==> src/rtl/red_pitaya_agc_block.sv <==
// red_pitaya_agc_block
//   Automatic-gain normaliser. Removes an input offset, scales the signal by an
//   unsigned fixed-point gain and runs an integral loop on the scaled amplitude
//   so that it tracks a setpoint. The integrator is clamped to the gain window,
//   can be held, and can be preset.
// Ports:
//   clk_i, rstn_i      clock, synchronous active-low reset
//   signal_i           signed input sample
//   inputoffset_i      signed offset subtracted from signal_i
//   setpoint_i         unsigned amplitude target
//   ki_i               signed integral coefficient
//   gain_min_i/max_i   gain clamp window
//   enable_i           1 = integrate, 0 = hold gain
//   gain_write_i       one-cycle preset strobe, gain_val_i = preset value
//   out_sel_i          0 normalised, 1 error, 2 amplitude, 3 gain
//   signal_o           selected output (signed)
//   sat_o              normalised product clipped this sample
//   gain_lim_o         gain sits on gain_min_i or gain_max_i
//   gain_o             current gain
module red_pitaya_agc_block #(
  parameter int SIGNALBITS = 14,
  parameter int GAINBITS   = 16,
  parameter int GAINFRAC   = 8,
  parameter int KIBITS     = 16,
  parameter int ISR        = 18,
  parameter int GAIN_INIT  = 256
) (
  input  logic                         clk_i,
  input  logic                         rstn_i,
  input  logic signed [SIGNALBITS-1:0] signal_i,
  input  logic signed [SIGNALBITS-1:0] inputoffset_i,
  input  logic        [SIGNALBITS-2:0] setpoint_i,
  input  logic signed [KIBITS-1:0]     ki_i,
  input  logic        [GAINBITS-1:0]   gain_min_i,
  input  logic        [GAINBITS-1:0]   gain_max_i,
  input  logic                         enable_i,
  input  logic                         gain_write_i,
  input  logic        [GAINBITS-1:0]   gain_val_i,
  input  logic        [1:0]            out_sel_i,
  output logic signed [SIGNALBITS-1:0] signal_o,
  output logic                         sat_o,
  output logic                         gain_lim_o,
  output logic        [GAINBITS-1:0]   gain_o
);

  localparam int SB  = SIGNALBITS;
  localparam int IBW = GAINBITS + ISR;
  localparam int DW  = SB + 1;
  localparam int PNW = SB + GAINBITS + 1;
  localparam int PAW = SB - 1 + GAINBITS;
  localparam int KW  = SB + KIBITS;
  localparam int SW  = IBW + 2;
  localparam logic [IBW-1:0] INT_INIT = {GAINBITS'(GAIN_INIT), {ISR{1'b0}}};

  logic signed [SB-1:0]   r_x;
  logic        [SB-2:0]   r_abs;
  logic signed [PNW-1:0]  r_pn;
  logic        [PAW-1:0]  r_pa;
  logic signed [SB-1:0]   r_err;
  logic signed [KW-1:0]   r_kim;
  logic        [IBW-1:0]  r_int;
  logic signed [SB-1:0]   r_out;
  logic                   r_sat;
  logic                   r_lim;

  logic signed [DW-1:0]   w_diff;
  logic        [DW-1:0]   w_absf;
  logic signed [SB-1:0]   w_x;
  logic        [SB-2:0]   w_abs;
  logic        [GAINBITS-1:0] w_gain;
  logic signed [PNW-1:0]  w_pn;
  logic        [PAW-1:0]  w_pa;
  logic signed [PNW-1:0]  w_ysh;
  logic        [PAW-1:0]  w_ash;
  logic signed [SB-1:0]   w_y;
  logic                   w_yclip;
  logic        [SB-2:0]   w_amp;
  logic signed [SB-1:0]   w_err;
  logic signed [SB-1:0]   w_out;
  logic signed [SW-1:0]   w_sum;
  logic signed [SW-1:0]   w_lo;
  logic signed [SW-1:0]   w_hi;
  logic signed [SW-1:0]   w_t1;
  logic        [GAINBITS-1:0] w_pv;
  logic        [IBW-1:0]  w_int_nxt;

  assign w_gain = r_int[IBW-1:ISR];

  // S1: offset removal, saturated signed sample and saturated magnitude
  always_comb begin
    w_diff = $signed({signal_i[SB-1], signal_i}) - $signed({inputoffset_i[SB-1], inputoffset_i});
    w_absf = w_diff[DW-1] ? DW'(-w_diff) : DW'(w_diff);
    if (w_diff[DW-1] != w_diff[DW-2])
      w_x = w_diff[DW-1] ? {1'b1, {(SB-1){1'b0}}} : {1'b0, {(SB-1){1'b1}}};
    else
      w_x = w_diff[SB-1:0];
    w_abs = (|w_absf[DW-1:SB-1]) ? '1 : w_absf[SB-2:0];
  end

  // S2: signed x unsigned product via a zero-extended gain operand
  assign w_pn = $signed(r_x) * $signed({1'b0, w_gain});
  assign w_pa = r_abs * w_gain;

  // S3: rescale, saturate, error and output selection
  always_comb begin
    w_ysh   = r_pn >>> GAINFRAC;
    w_ash   = r_pa >> GAINFRAC;
    w_yclip = !((&w_ysh[PNW-1:SB-1]) || !(|w_ysh[PNW-1:SB-1]));
    if (w_yclip)
      w_y = w_ysh[PNW-1] ? {1'b1, {(SB-1){1'b0}}} : {1'b0, {(SB-1){1'b1}}};
    else
      w_y = w_ysh[SB-1:0];
    w_amp = (|w_ash[PAW-1:SB-1]) ? '1 : w_ash[SB-2:0];
    w_err = $signed({1'b0, setpoint_i}) - $signed({1'b0, w_amp});
    unique case (out_sel_i)
      2'd0:    w_out = w_y;
      2'd1:    w_out = w_err;
      2'd2:    w_out = {1'b0, w_amp};
      default: w_out = {1'b0, w_gain[GAINBITS-1 -: SB-1]};
    endcase
  end

  // S5: integrator with clamp. Lower bound is applied first and the upper
  // bound second, so an inverted window resolves to the upper bound.
  always_comb begin
    w_sum = $signed({2'b00, r_int}) + $signed({{(SW-KW){r_kim[KW-1]}}, r_kim});
    w_lo  = $signed({2'b00, gain_min_i, {ISR{1'b0}}});
    w_hi  = $signed({2'b00, gain_max_i, {ISR{1'b1}}});
    w_t1  = (w_sum < w_lo) ? w_lo : w_sum;
    w_pv  = (gain_val_i < gain_min_i) ? gain_min_i : gain_val_i;
    w_pv  = (w_pv > gain_max_i) ? gain_max_i : w_pv;
    if (gain_write_i)
      w_int_nxt = {w_pv, {ISR{1'b0}}};
    else if (!enable_i)
      w_int_nxt = r_int;
    else if (w_t1 > w_hi)
      w_int_nxt = w_hi[IBW-1:0];
    else
      w_int_nxt = w_t1[IBW-1:0];
  end

  always_ff @(posedge clk_i) begin
    if (!rstn_i) begin
      r_x   <= '0;
      r_abs <= '0;
      r_pn  <= '0;
      r_pa  <= '0;
      r_err <= '0;
      r_kim <= '0;
      r_out <= '0;
      r_sat <= 1'b0;
      r_lim <= 1'b0;
      r_int <= INT_INIT;
    end else begin
      r_x   <= w_x;
      r_abs <= w_abs;
      r_pn  <= w_pn;
      r_pa  <= w_pa;
      r_err <= w_err;
      r_out <= w_out;
      r_sat <= w_yclip;
      r_kim <= r_err * ki_i;
      r_int <= w_int_nxt;
      r_lim <= (w_gain == gain_min_i) || (w_gain == gain_max_i);
    end
  end

  assign signal_o   = r_out;
  assign sat_o      = r_sat;
  assign gain_lim_o = r_lim;
  assign gain_o     = w_gain;

endmodule

==> config.mk <==
export PLATFORM = sky130hd
export DESIGN_NAME = red_pitaya_agc_block
export DESIGN_NICKNAME = d
export VERILOG_FILES = /design/src/rtl/red_pitaya_agc_block.sv
export SDC_FILE = /design/constraint.sdc
export NUM_CORES = 2
export LEC_CHECK = 0
export BUFFER_PORTS_ARGS = -buffer_cell sky130_fd_sc_hd__buf_2
export CORE_MARGIN = 3
export CORE_UTILIZATION = 25
export DETAILED_ROUTE_END_ITERATION = 10
export PLACE_DENSITY = 0.38
export SETUP_SLACK_MARGIN = 0.1
export SLEW_MARGIN = 30
export SYNTH_ARGS = -nofsm -noshare
export SYNTH_HDL_FRONTEND = slang
export SYNTH_SLANG_ARGS = --single-unit
==> constraint.sdc <==
create_clock -name clk_i -period 9 [get_ports clk_i]
set_clock_uncertainty 0.1 [all_clocks]
set_input_delay 1.35 -clock clk_i [delete_from_list [all_inputs] [get_ports clk_i]]
set_output_delay 1.35 -clock clk_i [all_outputs]
set_load 0.02 [all_outputs]
Yosys cells after proc, flatten, opt, wreduce, memory -nomap -nowiden --
Index checks and enable logic that the tools add are counted.
Cells by class: $add $sub $neg 4, multipliers 3, $lt $le $gt $ge 4, equality and inequality tests 5, muxes and demuxes 14, bitwise gates (word level) 1, reduce and logical (&&, ||, !) cells 11
Operators by type and width (count):
- two-way mux 34 bit | 3
- two-way mux 14 bit | 4
- one-hot mux 14 bit (3 select lines) | 1
- adder 35 x 30 -> 36 bit | 1
- > comparator 36 x 35 -> 1 bit | 1
- < comparator 36 x 35 -> 1 bit | 1
- two-way mux 36 bit | 1
- equality test 16 bit | 2
- two-way mux 16 bit | 2
- multiplier 14 x 17 -> 31 bit | 1
- multiplier 14 x 16 -> 30 bit | 1
- multiplier 13 x 16 -> 29 bit | 1
- two-way mux 13 bit | 2
- > comparator 16 bit | 1
- < comparator 16 bit | 1
- two-way mux 15 bit | 1
- negator 15 bit | 1
- subtractor 14 x 14 -> 15 bit | 1
- subtractor 13 x 13 -> 14 bit | 1
- AND reduction 10 bit | 1
- OR reduction 10 bit | 1
- OR reduction 8 bit | 1
- OR reduction 2 bit | 2
- equality test 2 x 1 -> 1 bit, second input constant | 1
- other kinds (7) | 9
Storage, ports and cells: register bits 181, output and inout port bits 32, logic and storage cells 53

Logic depth before layout (Yosys ltp) --
word-level depth 7, gate-level depth with buffers 39

Worst setup path after synthesis --
OpenSTA, ideal clock, no wires.
path type reg2reg, start reg r_kim[0], end reg r_int[21], arrival time 7368 ps, data required time 8778 ps, slack 1410 ps, cell stages (with the launch flop) 37, period minus slack after synthesis 7590 ps, cells stage by stage dfxtp_1 ha_1 inv_1 fa_1 nor2b_4 o31a_1 o311ai_0 nand3_1 o211a_1 o31a_1 or2_2 a21oi_1 xnor2_1 ha_1 a21o_1 a21oi_1 nor2b_1 o21ai_0 nand2b_1 a21oi_1 and4b_1 ha_1 clkbuf_1 inv_1 clkbuf_1 mux2_2 ha_1 nand4_1 nor4_1 nand4_1 a21oi_1 nand4_1 or4_4 o31ai_4 a31oi_4 a32o_1 a221o_1
On the way: longest elaborated chain between the ends 7
RTL lines:
- start: declaration | line 60 | logic signed [KW-1:0] r_kim;
- start signal: assignment | line 162 | r_kim <= r_err * ki_i;
- adder 35 x 30 -> 36 bit (*) | line 126 | w_sum = $signed({2'b00, r_int}) + $signed({{(SW-KW){r_kim[KW-1]}}, r_kim});
- < comparator 36 x 35 -> 1 bit | line 129 | w_t1 = (w_sum < w_lo) ? w_lo : w_sum;
- two-way mux 36 bit (*) | line 129
- > comparator 36 x 35 -> 1 bit | line 136 | else if (w_t1 > w_hi)
- two-way mux 34 bit (*) | line 136
- two-way mux 34 bit (*) | line 134 | else if (!enable_i)
- two-way mux 34 bit (*) | line 132 | if (gain_write_i)
- end signal: assignment | line 163 | r_int <= w_int_nxt;
- end: declaration | line 61 | logic [IBW-1:0] r_int;
Every way passes the cells marked *; elsewhere a longest branch is shown, timed or not. The select of a mux whose other input is x is not followed. A chain may end at the register's enable or synchronous reset.

Worst setup path after layout --
start reg r_int[1], end reg r_int[32]
On the way: longest elaborated chain between the ends 7
RTL lines (line):
- adder 35 x 30 -> 36 bit (*) | 126
- < comparator 36 x 35 -> 1 bit | 129
- two-way mux 36 bit (*) | 129
- > comparator 36 x 35 -> 1 bit | 136
- two-way mux 34 bit (*) | 136
- two-way mux 34 bit (*) | 134
- two-way mux 34 bit (*) | 132
Marks and branches as above.

==> impl_metrics.csv <==
group,metric,value,unit
outcome,status,"finished clean",
synthesis,syn_area_per_cell,8.689,um^2
drt,vias_per_cell,4.565,
worst_hold_path,hold_start,"r_int[5]",
synthesis,synthFlopType,"dfxtp_1",
cts,clock_latency,480,ps
synthesis,synth_cells,3793,
synthesis,syn_area,32960,um^2
sta,layout_min_cycle_time,8326,ps
worst_setup_path,cp-end-kind,"flip-flop",
worst_setup_path,crit_arrival,8600,ps
sta,fin_crit_sh,92.51,%
sta,final_max_slew_viol_count,0,
worst_setup_path,cpMostUsedCell,"nand4_1",
drt,ant_nets,0,
sta,hold_viol,0,
worst_hold_path,hp-class,"reg2reg",
cells_and_area,fill_cells,14308,
synthesis,ys_top_cells_by_count,"inv_1 (621), fa_1 (540), nand2_1 (466)",
worst_setup_path,critPathRequiredTime,9280,ps
cells_and_area,drive_gt1_share,7.596,%
global_routing,overflow,0,
global_routing,antenna_found_initial,9,
flow_run,drv_cap,0,
sta,tightest_slew,1031,ps
sta,rsz0062_at_grt,"no",
worst_setup_path,path_class,"reg2reg",
worst_setup_path,startpoint,"r_int[1]",
cts,postCtsHoldBufs,0,
worst_setup_path,worstPathMaxFanout,13,
synthesis,ys_ff_latch,165,
drt,drtIter0Drc,1288,
die,ios,143,
global_routing,grt_max_degree,45,
cts,cts_root_buf,"clkbuf_16",
cts,cts_made_buffers,17,
drt,wl_per_cell,19.19,um
synthesis,yosys.area.top_type,"fa_1",
die,row_count,132,
cells_and_area,area_delta_synth_final,9.703,%
drt,routed_wl,107300,um
sta,slew_headroom,31.14,%
global_routing,grtUsageTotal,15.98,%
worst_setup_path,max_stage_delay,480,ps
placed_design,port_buffers,142,
placed_design,gp_congestion,0.8533,
cts,cts_tree,"done",
synthesis,synth_edf_count,0,
die,start_util,25.32,%
placed_design,place_hpwl,85040,um
sta,fmaxAchievable,120.1,MHz
cts,clock_sinks,165,
synthesis,netlist_top_cells_area,"fa_1 (33%), ha_1 (14%), dfxtp_1 (10%), inv_1 (7.1%), nand2_1 (5.3%)",
synthesis,ys_warn_count,0,
cts,clock_path_buffers,2,
sta,tns,0,ps
die,core_area,130100,um^2
cts,clkTransAtPathRegs,90,ps
synthesis,yosysTopAreaCellShare,32.80,%
cells_and_area,final_nets,4858,
synthesis,seq_area_frac_synth,10.02,%
drt,dr.pass1.iters,7,
global_routing,grt_pass1_wl,167700,um
die,die-area,136200,um^2
drt,vias,25516,
sta,finalSetupViolCount,0,
synthesis,async_flop_share,0,%
synthesis,synth.most_common_cell,"inv_1",
synthesis,syn-num-nets,4820,
die,fp.dieH,369.1,um
worst_setup_path,crit_path_start_kind,"flip-flop",
cts,h-tree-depth,4,
worst_setup_path,regToRegStartpoint,"r_int[1]",
synthesis,ys_types,85,
die,die_w,369.1,um
drt,drc,0,
worst_setup_path,slowest_stage,"a2111oi_0",
global_routing,grt_pass1_vias,27131,
-- stage by stage --
step | hold slack (ps) | area (um^2) | utilization, % | worst slack [ps] | cells
detailed placement | 402.5 | 35500 | 27.28 | 123.5 | 5551
floorplan | 371.0 | 32960 | - | 1410 | 3793
global placement | 403.4 | 35500 | 27.28 | 219.3 | 5551
finish | 422.1 | 36160 | 27.78 | 673.7 | 5589
global route | 457.8 | 36150 | 27.78 | 117.5 | 5586
CTS | 424.5 | 36110 | 27.75 | 182.8 | 5583
-- worst max-delay path, delay by kind of cell (launching register included) --
kind	cells	cell delay, ps
compound gates	13	3750
xor+xnor	1	100
fa+ha+maj	4	1490
buf+inv	2	320
flops	1	330
simple gates	10	2110
-- state kept, by name, summed over array words and instances, names as in the netlist --
register	count
r_pn	23
r_int	34
r_err	14
r_x	14
r_kim	30
r_pa	21
r_abs	13
gain_lim_o	1
signal_o	14
sat_o	1
-- cell families after synthesis --
kind of cell / share of synthesized area, %
and+or+nand+nor: 17.92
adders and majority gates: 47.07
buffers and inverters: 9.293
AOI/OAI and AO/OA: 10.31
DFF: 10.02
xor gates and xnor gates: 4.092
muxes: 1.283
-- layout make-up --
type / instances / area (um^2) / share of cell area (%)
Sequential cell: 165 / 3316 / 9.171
Timing Repair Buffer: 193 / 1097 / 3.035
Clock buffer: 18 / 439.2 / 1.215
Multi-Input combinational cell: 2831 / 26610 / 73.60
Antenna cell: 3 / 7.507 / 0.02076
Clock inverter: 14 / 163.9 / 0.4533
Inverter: 623 / 2342 / 6.478
Tap cell: 1742 / 2180 / 6.028
-- path summary, 6_finish.rpt --
path	cells past startpoint	endpoint	slack, ps
min	2	r_int[5]	420
min reg2reg	2	r_int[5]	420
max reg2reg	30	r_int[32]	670
max	30	r_int[32]	670
-- layer usage --
layer	share of wire (%)	up-vias	wire [um]	global-route usage, %
met1	48	12874	51110	22.16
met5	0	-	0	0
li1	-	12135	-	-
met3	2.3	95	2502	1.218
met2	48	412	51930	27.52
met4	1.6	0	1730	2.645
-- layout by cell type, fill, tap and decap left out, types with 21 or more instances in the layout --
master    instances
ha_1            375
nor2b_1          35
nor2_1          190
xnor2_1          78
buf_2           142
nand2b_1         64
fa_1            540
nand4_1          36
nor3_1           28
dfxtp_1         155
mux2_2           22
inv_1           620
o21a_1           31
a21o_1           50
buf_4            50
o21ai_0         122
and2_1          279
a31oi_1          21
a21oi_1         147
xor2_1           76
nand2_1         466
-- repair_timing --
action,4_1_cts,5_1_grt
gates resized for setup,1,4
endpoints found under the setup margin,5,34
setup buffers,0,3
pin swaps,0,1
endpoints found under the hold margin,0,0
Power is left out: the tool's default activity adds up to more than one toggle a clock period on the data nets, which glitch-free logic cannot reach.
